**src/rtl/div_pkg.sv**
```systemverilog
// ----------------------------------------------------------------------------
// div_pkg
//   Shared definitions for the sequential restoring divider.
//   - DIV_N     : default operand width.
//   - ST_*      : 2-bit state encodings of the divider FSM.
//   - state_t   : enumerated FSM state type built on those encodings.
//   - CNT_W     : step counter width for the default operand width.
//   - cnt_width : step counter width for any operand width n.
// ----------------------------------------------------------------------------
package div_pkg;

  localparam int DIV_N = 8;

  localparam logic [1:0] ST_IDLE = 2'd0;
  localparam logic [1:0] ST_CALC = 2'd1;
  localparam logic [1:0] ST_DONE = 2'd2;

  typedef enum logic [1:0] {
    S_IDLE = ST_IDLE,
    S_CALC = ST_CALC,
    S_DONE = ST_DONE
  } state_t;

  // The counter has to hold step indices 0..n.
  function automatic int cnt_width(input int n);
    return $clog2(n + 1);
  endfunction

  localparam int CNT_W = $clog2(DIV_N + 1);

endpackage

```
**src/rtl/adder_subtractor.sv**
```systemverilog
// ----------------------------------------------------------------------------
// adder_subtractor
//   Combinational W-bit adder/subtractor shared by the arithmetic datapath.
//   result = a + b when sub = 0, a - b (two's complement) when sub = 1.
//   Ports:
//     a, b   in  W  operands
//     sub    in  1  0 = add, 1 = subtract
//     result out W  sum/difference, modulo 2**W
// ----------------------------------------------------------------------------
module adder_subtractor #(
  parameter int W = 8
) (
  input  logic [W-1:0] a,
  input  logic [W-1:0] b,
  input  logic         sub,
  output logic [W-1:0] result
);

  logic [W-1:0] b_eff;

  // Subtraction is a + ~b + 1; the +1 rides in as the carry-in.
  assign b_eff  = b ^ {W{sub}};
  assign result = a + b_eff + W'(sub);

endmodule

```
**src/rtl/div_step.sv**
```systemverilog
// ----------------------------------------------------------------------------
// div_step
//   One combinational restoring-division iteration.
//   The partial remainder is shifted left, taking in the next dividend bit
//   from the top of q, and the divisor is trial-subtracted N+1 bits wide.
//   A clear sign bit means the subtraction fits: keep the difference and
//   shift in a 1; otherwise restore the shifted value and shift in a 0.
//   Ports:
//     r       in  N    current partial remainder (always < d)
//     q       in  N    dividend/quotient shift register
//     d       in  N    divisor
//     r_next  out N    partial remainder after this step
//     q_next  out N    shift register after this step (new quotient bit in LSB)
// ----------------------------------------------------------------------------
module div_step
  import div_pkg::*;
#(
  parameter int N = DIV_N
) (
  input  logic [N-1:0] r,
  input  logic [N-1:0] q,
  input  logic [N-1:0] d,
  output logic [N-1:0] r_next,
  output logic [N-1:0] q_next
);

  logic [N:0] shifted;
  logic [N:0] diff;
  logic       q_bit;

  assign shifted = {r, q[N-1]};

  adder_subtractor #(
    .W(N + 1)
  ) u_trial_sub (
    .a      (shifted),
    .b      ({1'b0, d}),
    .sub    (1'b1),
    .result (diff)
  );

  assign q_bit = ~diff[N];

  // The kept remainder is always below d, so bit N of either candidate is
  // zero and the remainder fits in N bits.
  assign r_next = q_bit ? diff[N-1:0] : shifted[N-1:0];
  assign q_next = {q[N-2:0], q_bit};

endmodule

```
**src/rtl/seq_divider.sv**
```systemverilog
// ----------------------------------------------------------------------------
// seq_divider
//   Multi-cycle unsigned restoring divider, one shift-subtract step per clock.
//   Quotient = Dividend / Divisor, Remainder = Dividend % Divisor.
//   A zero divisor skips the iterations and reports Quotient = all ones,
//   Remainder = Dividend and Div_By_Zero = 1.
//   Ports:
//     Clk          in   1  clock, rising edge
//     Rst          in   1  asynchronous active-high reset
//     Start        in   1  request; accepted only in IDLE or DONE
//     Dividend     in   N  numerator, captured on the accepting edge
//     Divisor      in   N  denominator, captured on the accepting edge
//     Busy         out  1  iterations in progress
//     Done         out  1  one-cycle completion pulse
//     Quotient     out  N  result quotient, held until the next completion
//     Remainder    out  N  result remainder, held until the next completion
//     Div_By_Zero  out  1  last completed division had a zero divisor
// ----------------------------------------------------------------------------
module seq_divider
  import div_pkg::*;
#(
  parameter int N = DIV_N
) (
  input  logic         Clk,
  input  logic         Rst,
  input  logic         Start,
  input  logic [N-1:0] Dividend,
  input  logic [N-1:0] Divisor,
  output logic         Busy,
  output logic         Done,
  output logic [N-1:0] Quotient,
  output logic [N-1:0] Remainder,
  output logic         Div_By_Zero
);

  localparam int                STEP_W    = cnt_width(N);
  localparam logic [STEP_W-1:0] LAST_STEP = STEP_W'(N - 1);

  state_t            state;
  state_t            state_next;

  logic [N-1:0]      r_reg;
  logic [N-1:0]      q_reg;
  logic [N-1:0]      d_reg;
  logic [STEP_W-1:0] step_cnt;

  logic [N-1:0]      r_next;
  logic [N-1:0]      q_next;

  logic              accept;
  logic              last_step;
  logic              divisor_zero;

  assign divisor_zero = (Divisor == '0);

  // --------------------------------------------------------------------------
  // FSM state register
  // --------------------------------------------------------------------------
  // NOTE: sequential state uses non-blocking assignments so every register
  // samples pre-edge values regardless of block ordering.
  always_ff @(posedge Clk or posedge Rst) begin
    if (Rst) begin
      state <= S_IDLE;
    end else begin
      state <= state_next;
    end
  end

  // --------------------------------------------------------------------------
  // FSM next-state and control decode
  // --------------------------------------------------------------------------
  // NOTE: every output of this block is given a default first so no path
  // leaves a value unassigned, which would otherwise infer a latch.
  always_comb begin
    state_next = state;
    accept     = 1'b0;
    last_step  = 1'b0;

    case (state)
      S_IDLE, S_DONE: begin
        if (Start) begin
          accept     = 1'b1;
          state_next = divisor_zero ? S_DONE : S_CALC;
        end else begin
          state_next = S_IDLE;
        end
      end

      S_CALC: begin
        if (step_cnt == LAST_STEP) begin
          last_step  = 1'b1;
          state_next = S_DONE;
        end
      end

      default: begin
        state_next = S_IDLE;
      end
    endcase
  end

  assign Busy = (state == S_CALC);
  assign Done = (state == S_DONE);

  // --------------------------------------------------------------------------
  // Iteration datapath
  // --------------------------------------------------------------------------
  div_step #(
    .N(N)
  ) u_step (
    .r      (r_reg),
    .q      (q_reg),
    .d      (d_reg),
    .r_next (r_next),
    .q_next (q_next)
  );

  // Working registers: loaded on acceptance, advanced once per CALC cycle.
  // Start while busy never reaches here, so the running operands are safe.
  always_ff @(posedge Clk or posedge Rst) begin
    if (Rst) begin
      r_reg    <= '0;
      q_reg    <= '0;
      d_reg    <= '0;
      step_cnt <= '0;
    end else if (accept) begin
      r_reg    <= '0;
      q_reg    <= Dividend;
      d_reg    <= Divisor;
      step_cnt <= '0;
    end else if (state == S_CALC) begin
      r_reg    <= r_next;
      q_reg    <= q_next;
      step_cnt <= step_cnt + STEP_W'(1);
    end
  end

  // --------------------------------------------------------------------------
  // Result registers: written only on a completion edge, held otherwise.
  // A zero divisor completes on the accepting edge itself; a normal division
  // completes on its last iteration, taking the step outputs directly.
  // --------------------------------------------------------------------------
  always_ff @(posedge Clk or posedge Rst) begin
    if (Rst) begin
      Quotient    <= '0;
      Remainder   <= '0;
      Div_By_Zero <= 1'b0;
    end else if (accept && divisor_zero) begin
      Quotient    <= '1;
      Remainder   <= Dividend;
      Div_By_Zero <= 1'b1;
    end else if (last_step) begin
      Quotient    <= q_next;
      Remainder   <= r_next;
      Div_By_Zero <= 1'b0;
    end
  end

endmodule

```
**config.mk**
```make
export PLATFORM = sky130hd
export DESIGN_NAME = seq_divider
export DESIGN_NICKNAME = d
export VERILOG_FILES = /design/src/rtl/div_pkg.sv /design/src/rtl/adder_subtractor.sv /design/src/rtl/div_step.sv /design/src/rtl/seq_divider.sv
export SDC_FILE = /design/constraint.sdc
export NUM_CORES = 1
export LEC_CHECK = 0
export BUFFER_PORTS_ARGS = -buffer_cell sky130_fd_sc_hd__buf_2
export CAP_MARGIN = 20
export CORE_AREA = 2 2 87 89
export DETAILED_ROUTE_END_ITERATION = 10
export DIE_AREA = 0 0 89 91
export PLACE_DENSITY = 0.53
export RECOVER_POWER = 100
export REMOVE_ABC_BUFFERS = 1
export SYNTH_ARGS = -nofsm -noshare
export SYNTH_HDL_FRONTEND = slang
export SYNTH_SLANG_ARGS = --single-unit
```
**constraint.sdc**
```tcl
create_clock -name Clk -period 2.2 [get_ports Clk]
set_input_delay 0.33 -clock Clk [delete_from_list [all_inputs] [get_ports Clk]]
set_output_delay 0.33 -clock Clk [all_outputs]
set_load 0.01 [all_outputs]
```
---- Yosys cells after proc, flatten, opt, wreduce, memory -nomap -nowiden ----
Index checks and enable logic that the tools add are counted.
W data, S select, Z words.
word-level totals
  register bits after elaboration ......... 47
  word-level logic and storage cells ...... 44
  output and inout port bits .............. 19
  bits of input ports ..................... 19
cells by class
  bitwise logic cells ..................... 2
  multiplexer cells ....................... 21
  reduce and logical (&&, ||, !) cells .... 6
  $add $sub $neg .......................... 3
  equality and inequality tests ........... 4
operator list
  kind                   count
  $mux W8                9
  $add A9 B1 Y9 const B  1
  $add A9 B9 Y9          1
  $not A8 Y9             1
  $logic_not A8 Y1       1
  $mux W4                2
  $mux W1                6
  $mux W2                3
  $add A4 B1 Y4 const B  1
  $eq A4 B3 Y1 const B   1
  $pmux W2 S2            1
  $reduce_bool A2 Y1     2
  $eq A2 B1 Y1 const B   1
  $eq A2 B2 Y1 const B   1
  $logic_not A2 Y1       1
  $ne A2 B1 Y1 const B   1
  $reduce_or A2 Y1       1
  $logic_and A1 B1 Y1    1
  $not A1 Y1             1

---- Depth between registers and ports, before layout ----
  word-level depth ........................ 6
  depth in mapped cells ................... 10
  gate-level depth less buffers ........... 9

---- Hierarchy ----
A second synthesis with hierarchy kept.
second synthesis, totals
  cell total of the unflattened synthesis .. 296
  area total of the unflattened synthesis .. 2797.7 sq um
by module, submodules not included
  module            area an instance (sq um)  sequential area each (sq um)  cells an instance  times used
  seq_divider       2105.8                    1176.1                        213                1
  adder_subtractor  489.2                     0.0                           63                 1
  div_step          202.7                     0.0                           20                 1

---- Least setup slack after synthesis ----
Ideal clock, no wire load.
  path type ............................... flip-flop to flip-flop
  from .................................... reg q_reg[7]
  to ...................................... reg Remainder[0]
  setup slack ............................. -0.080 ns
  setup time .............................. 0.126 ns
  period minus slack after synthesis ...... 2.280 ns
  cell stages (with the launch flop) ...... 11
  path buffers ............................ 1
  arrival ................................. 2.154 ns
  required time ........................... 2.074 ns
  cell sequence ........................... dfrtp_1 > inv_1 > ha_1 > inv_1 > fa_1 > a211oi_2 > o211a_1 > o211a_1 > buf_6 > mux2i_1 > a221o_1
on the way
  cells in the longest elaborated chain, start to end .. 5
ends and longest elaborated chain
  element                 RTL line                RTL
  start, declared         seq_divider.sv:43       logic [N-1:0] q_reg;
  start signal, assigned  seq_divider.sv:128      q_reg <= Dividend;
  start signal, assigned  seq_divider.sv:133      q_reg <= q_next;
  $add A9 B9 Y9           adder_subtractor.sv:23  assign result = a + b_eff + W'(sub);
  $add A9 B1 Y9           adder_subtractor.sv:23
  $mux W8 (*)             div_step.sv:46          assign r_next = q_bit ? diff[N-1:0] : shifted[N-1:0];
  $mux W8 (*)             seq_divider.sv:152      end else if (last_step) begin
  $mux W8 (*)             seq_divider.sv:148      end else if (accept && divisor_zero) begin
  end signal, assigned    seq_divider.sv:150      Remainder <= Dividend;
  end signal, assigned    seq_divider.sv:154      Remainder <= r_next;
  end, declared           seq_divider.sv:32       output logic [N-1:0] Remainder,
Every way passes the cells marked *; elsewhere a longest branch is shown, timed or not. The select of a mux whose other input is x is not followed.
A chain may end at the register's enable or synchronous reset.

---- Final worst setup path ----
  from .................................... reg q_reg[7]
  to ...................................... reg Remainder[2]
on the way
  cells in the longest elaborated chain, start to end .. 5
ends and longest elaborated chain
  element        RTL line
  $add A9 B9 Y9  adder_subtractor.sv:23
  $add A9 B1 Y9  adder_subtractor.sv:23
  $mux W8        div_step.sv:46
  $mux W8        seq_divider.sv:152
  $mux W8        seq_divider.sv:148
No other way between the ends. The select of a mux whose other input is x is not followed.

==> summary.txt <==
Primary FF master, synth: dfrtp_1
# nets final: 350
global-route wire length before repair: 10.2 mm
Core Rows: 31
cts hold-fix bufs: 0
Critical R2R Capture: Remainder[2]
# fillers: 738
crit path launch: q_reg[7]
DP Cell Count: 405
placer congestion estimate: 0.732
synthesized flop and latch total: 47
global route total overflow: 0
Synth area leader: dfrtp_1
Initial Utilization: 34.2%
crit path time final: 2.28 ns
highest clock rate: 0.438 GHz
Die Area: 8100 µm²
# port buffers: 37
Post-Route WL: 6.16 mm
Worst Hold Margin: 0.254 ns
Synth-to-Final Area Change: 26.7%
Setup CP Type: flip-flop to flip-flop
clock root buffer: clkbuf_8
vias after detailed routing: 2,067
max-slew violations: 0
Worst-Margin Slew: 1.19 ns
CTS Buf Count: 5
# clock sinks: 47
WL/cell: 14.7 µm
Synth area leaders: dfrtp_1, nand2_1, o21ai_0, ha_1, mux2i_1
# diodes: 0
post-synthesis sequential area ratio: 48.2%
max-cap violations: 0
Total Power: 6.06 mW
Final Setup Violations: 11
Synth Cell Area: 2440 µm²
largest net degree at the start of global routing: 48
vias in the first global route: 2,060
Post-synth EDFFs: 0
Max Clock Skew: 0.00355 ns
deepest clock path buffer count: 2
Netlist cell types: 40
Pwr Density: 1960 nW/µm²
gr usage total: 16.2%
period utilization: 104%
syn_area_per_cell: 9.39 µm²
share of layout cells above drive strength 1: 22.8%
CP Capture Type: flip-flop
commonest non-fill, non-tap cell in the layout: nand2_1
post-DP HPWL: 4.33 mm
Chip Height: 91 µm
commonest cells after routing, fill and taps aside: nand2_1, dfrtp_1, o21ai_0, clkbuf_1, buf_4
leakage: 1.39 nW
Worst EP required: 2.35 ns
Rel. slew slack: 20.4%
H-tree levels: 2
Worst setup SP type: flip-flop
post-DR vias/cell: 4.93
clk_lat worst skew: 0.29 ns
FFs w/ async S/R, synth: 100%
Setup WS post-layout: -0.0846 ns
die width: 89 µm
post-synth top area share: 48.2%
area of the multi-input gates: 1260 µm²
worst hold path class: primary input to flip-flop
Seq. cell area: 1180 µm²
CTS clk-pin slew, worst paths: 0.08 ns
TritonCTS clock tree: done
CP endpoint: Remainder[2]
maximum vdd drop: 0.732 mV
Core ar.: 7140 µm²
RSZ-0062 raised after global routing: yes
# DRC: 0
status: complete, but fails checks
Final Hold Viols: 0
num ports: 38
FF-to-FF setup slack: -0.08 ns
failing checks: negative setup slack
fin cells: 419
first-pass iteration count of the detailed router: 4
ANT nets after route: 0
Initial DRC Count: 87
Data arrival, critical path: 2.44 ns
number of cells on the worst reg-to-reg path: 10
worst r2r src: q_reg[7]
initial antenna violation count: 0
CP Max Fanout: 4
synth warn: 0
Post-Syn Instances: 260
## cell type report
class / count / share of cell area [%]
timing repair buffer: 69 / 13.4
inverter: 13 / 1.58
clock buffer: 6 / 2.35
sequential: 47 / 38.0
tap: 99 / 4.01
multi-input combinational: 185 / 40.7
## routing by layer
layer / vias up / part of all wire (%) / global-route usage, %
met2: 28 / 48 / 25.6
met4: 0 / 1.5 / 4.85
li1: 1029 / - / -
met1: 1004 / 49 / 23.1
met3: 6 / 2.0 / 1.91
met5: - / 0 / 0
## cells in the mapped netlist (all sizes together), types with 3 or more instances
cell type  instances
o221ai             5
o211ai             5
nor3b              4
nor2b              4
a22oi              7
clkbuf            14
ha                 9
nand2             56
nand3              5
inv               12
a211oi             3
o21ai             28
nand2b             3
xor2               6
dfrtp             47
nor2               8
a21oi              9
a21o               3
mux2i              7
## logic make-up after synthesis
kind of cell	after synthesis	share of synthesized area [%]
simple gates	90	16.5
compound gates	70	19.3
flops	47	48.2
buf+inv	28	4.66
fa+ha+maj	10	5.43
mux	9	3.79
xor+xnor	6	2.15
## how the worst min path moves through the flow
stage	startpoint	end	slack (ns)	depth (start not counted)
6_report	Divisor[4]	d_reg[4]	0.25	3
5_1_grt	Divisor[4]	d_reg[4]	0.27	3
4_1_cts	Rst	Quotient[1]	0.07	3
3_5_place_dp	Rst	Quotient[1]	0.39	3
3_3_place_gp	Rst	Quotient[1]	0.39	3
2_1_floorplan	Divisor[1]	d_reg[1]	0.45	2
## critical path, cell delays in order (launching register included)
cell	delay [ns]
dfrtp_1	0.37
inv_2	0.07
ha_4	0.13
inv_2	0.03
fa_2	0.37
a211oi_4	0.27
o211a_1	0.23
o211a_4	0.21
buf_6	0.13
mux2i_4	0.24
o221ai_2	0.11
## report_power, final
group / switching (mW) / internal, mW / total, mW
logic: 2.06 / 1.94 / 4.00
registers: 0.277 / 1.30 / 1.58
clock network: 0.270 / 0.213 / 0.483
total: 2.61 / 3.45 / 6.06
## per-stage QoR
step                instance area, µm²  util [%]  setup TNS, ns  setup WS [ns]
global route                      3090      43.3          -1.92         -0.179
CTS                               3100      43.4         -0.714         -0.104
floorplan                         2380         -          -2.12         -0.242
detailed placement                2890      40.5          -2.64         -0.260
global placement                  2890      40.5          -2.00         -0.205
finish                            3090      43.3         -0.570        -0.0846
## what timing repair did
item / in CTS / in global routing
gates resized for setup: 18 / 11
cloned: 0 / 0
pin swaps: 8 / 9
hold endpoints to repair: 0 / 0
setup buffers: 7 / 1
setup endpoints to repair: 18 / 17
Note: power is estimated with default switching activity, not from simulation.
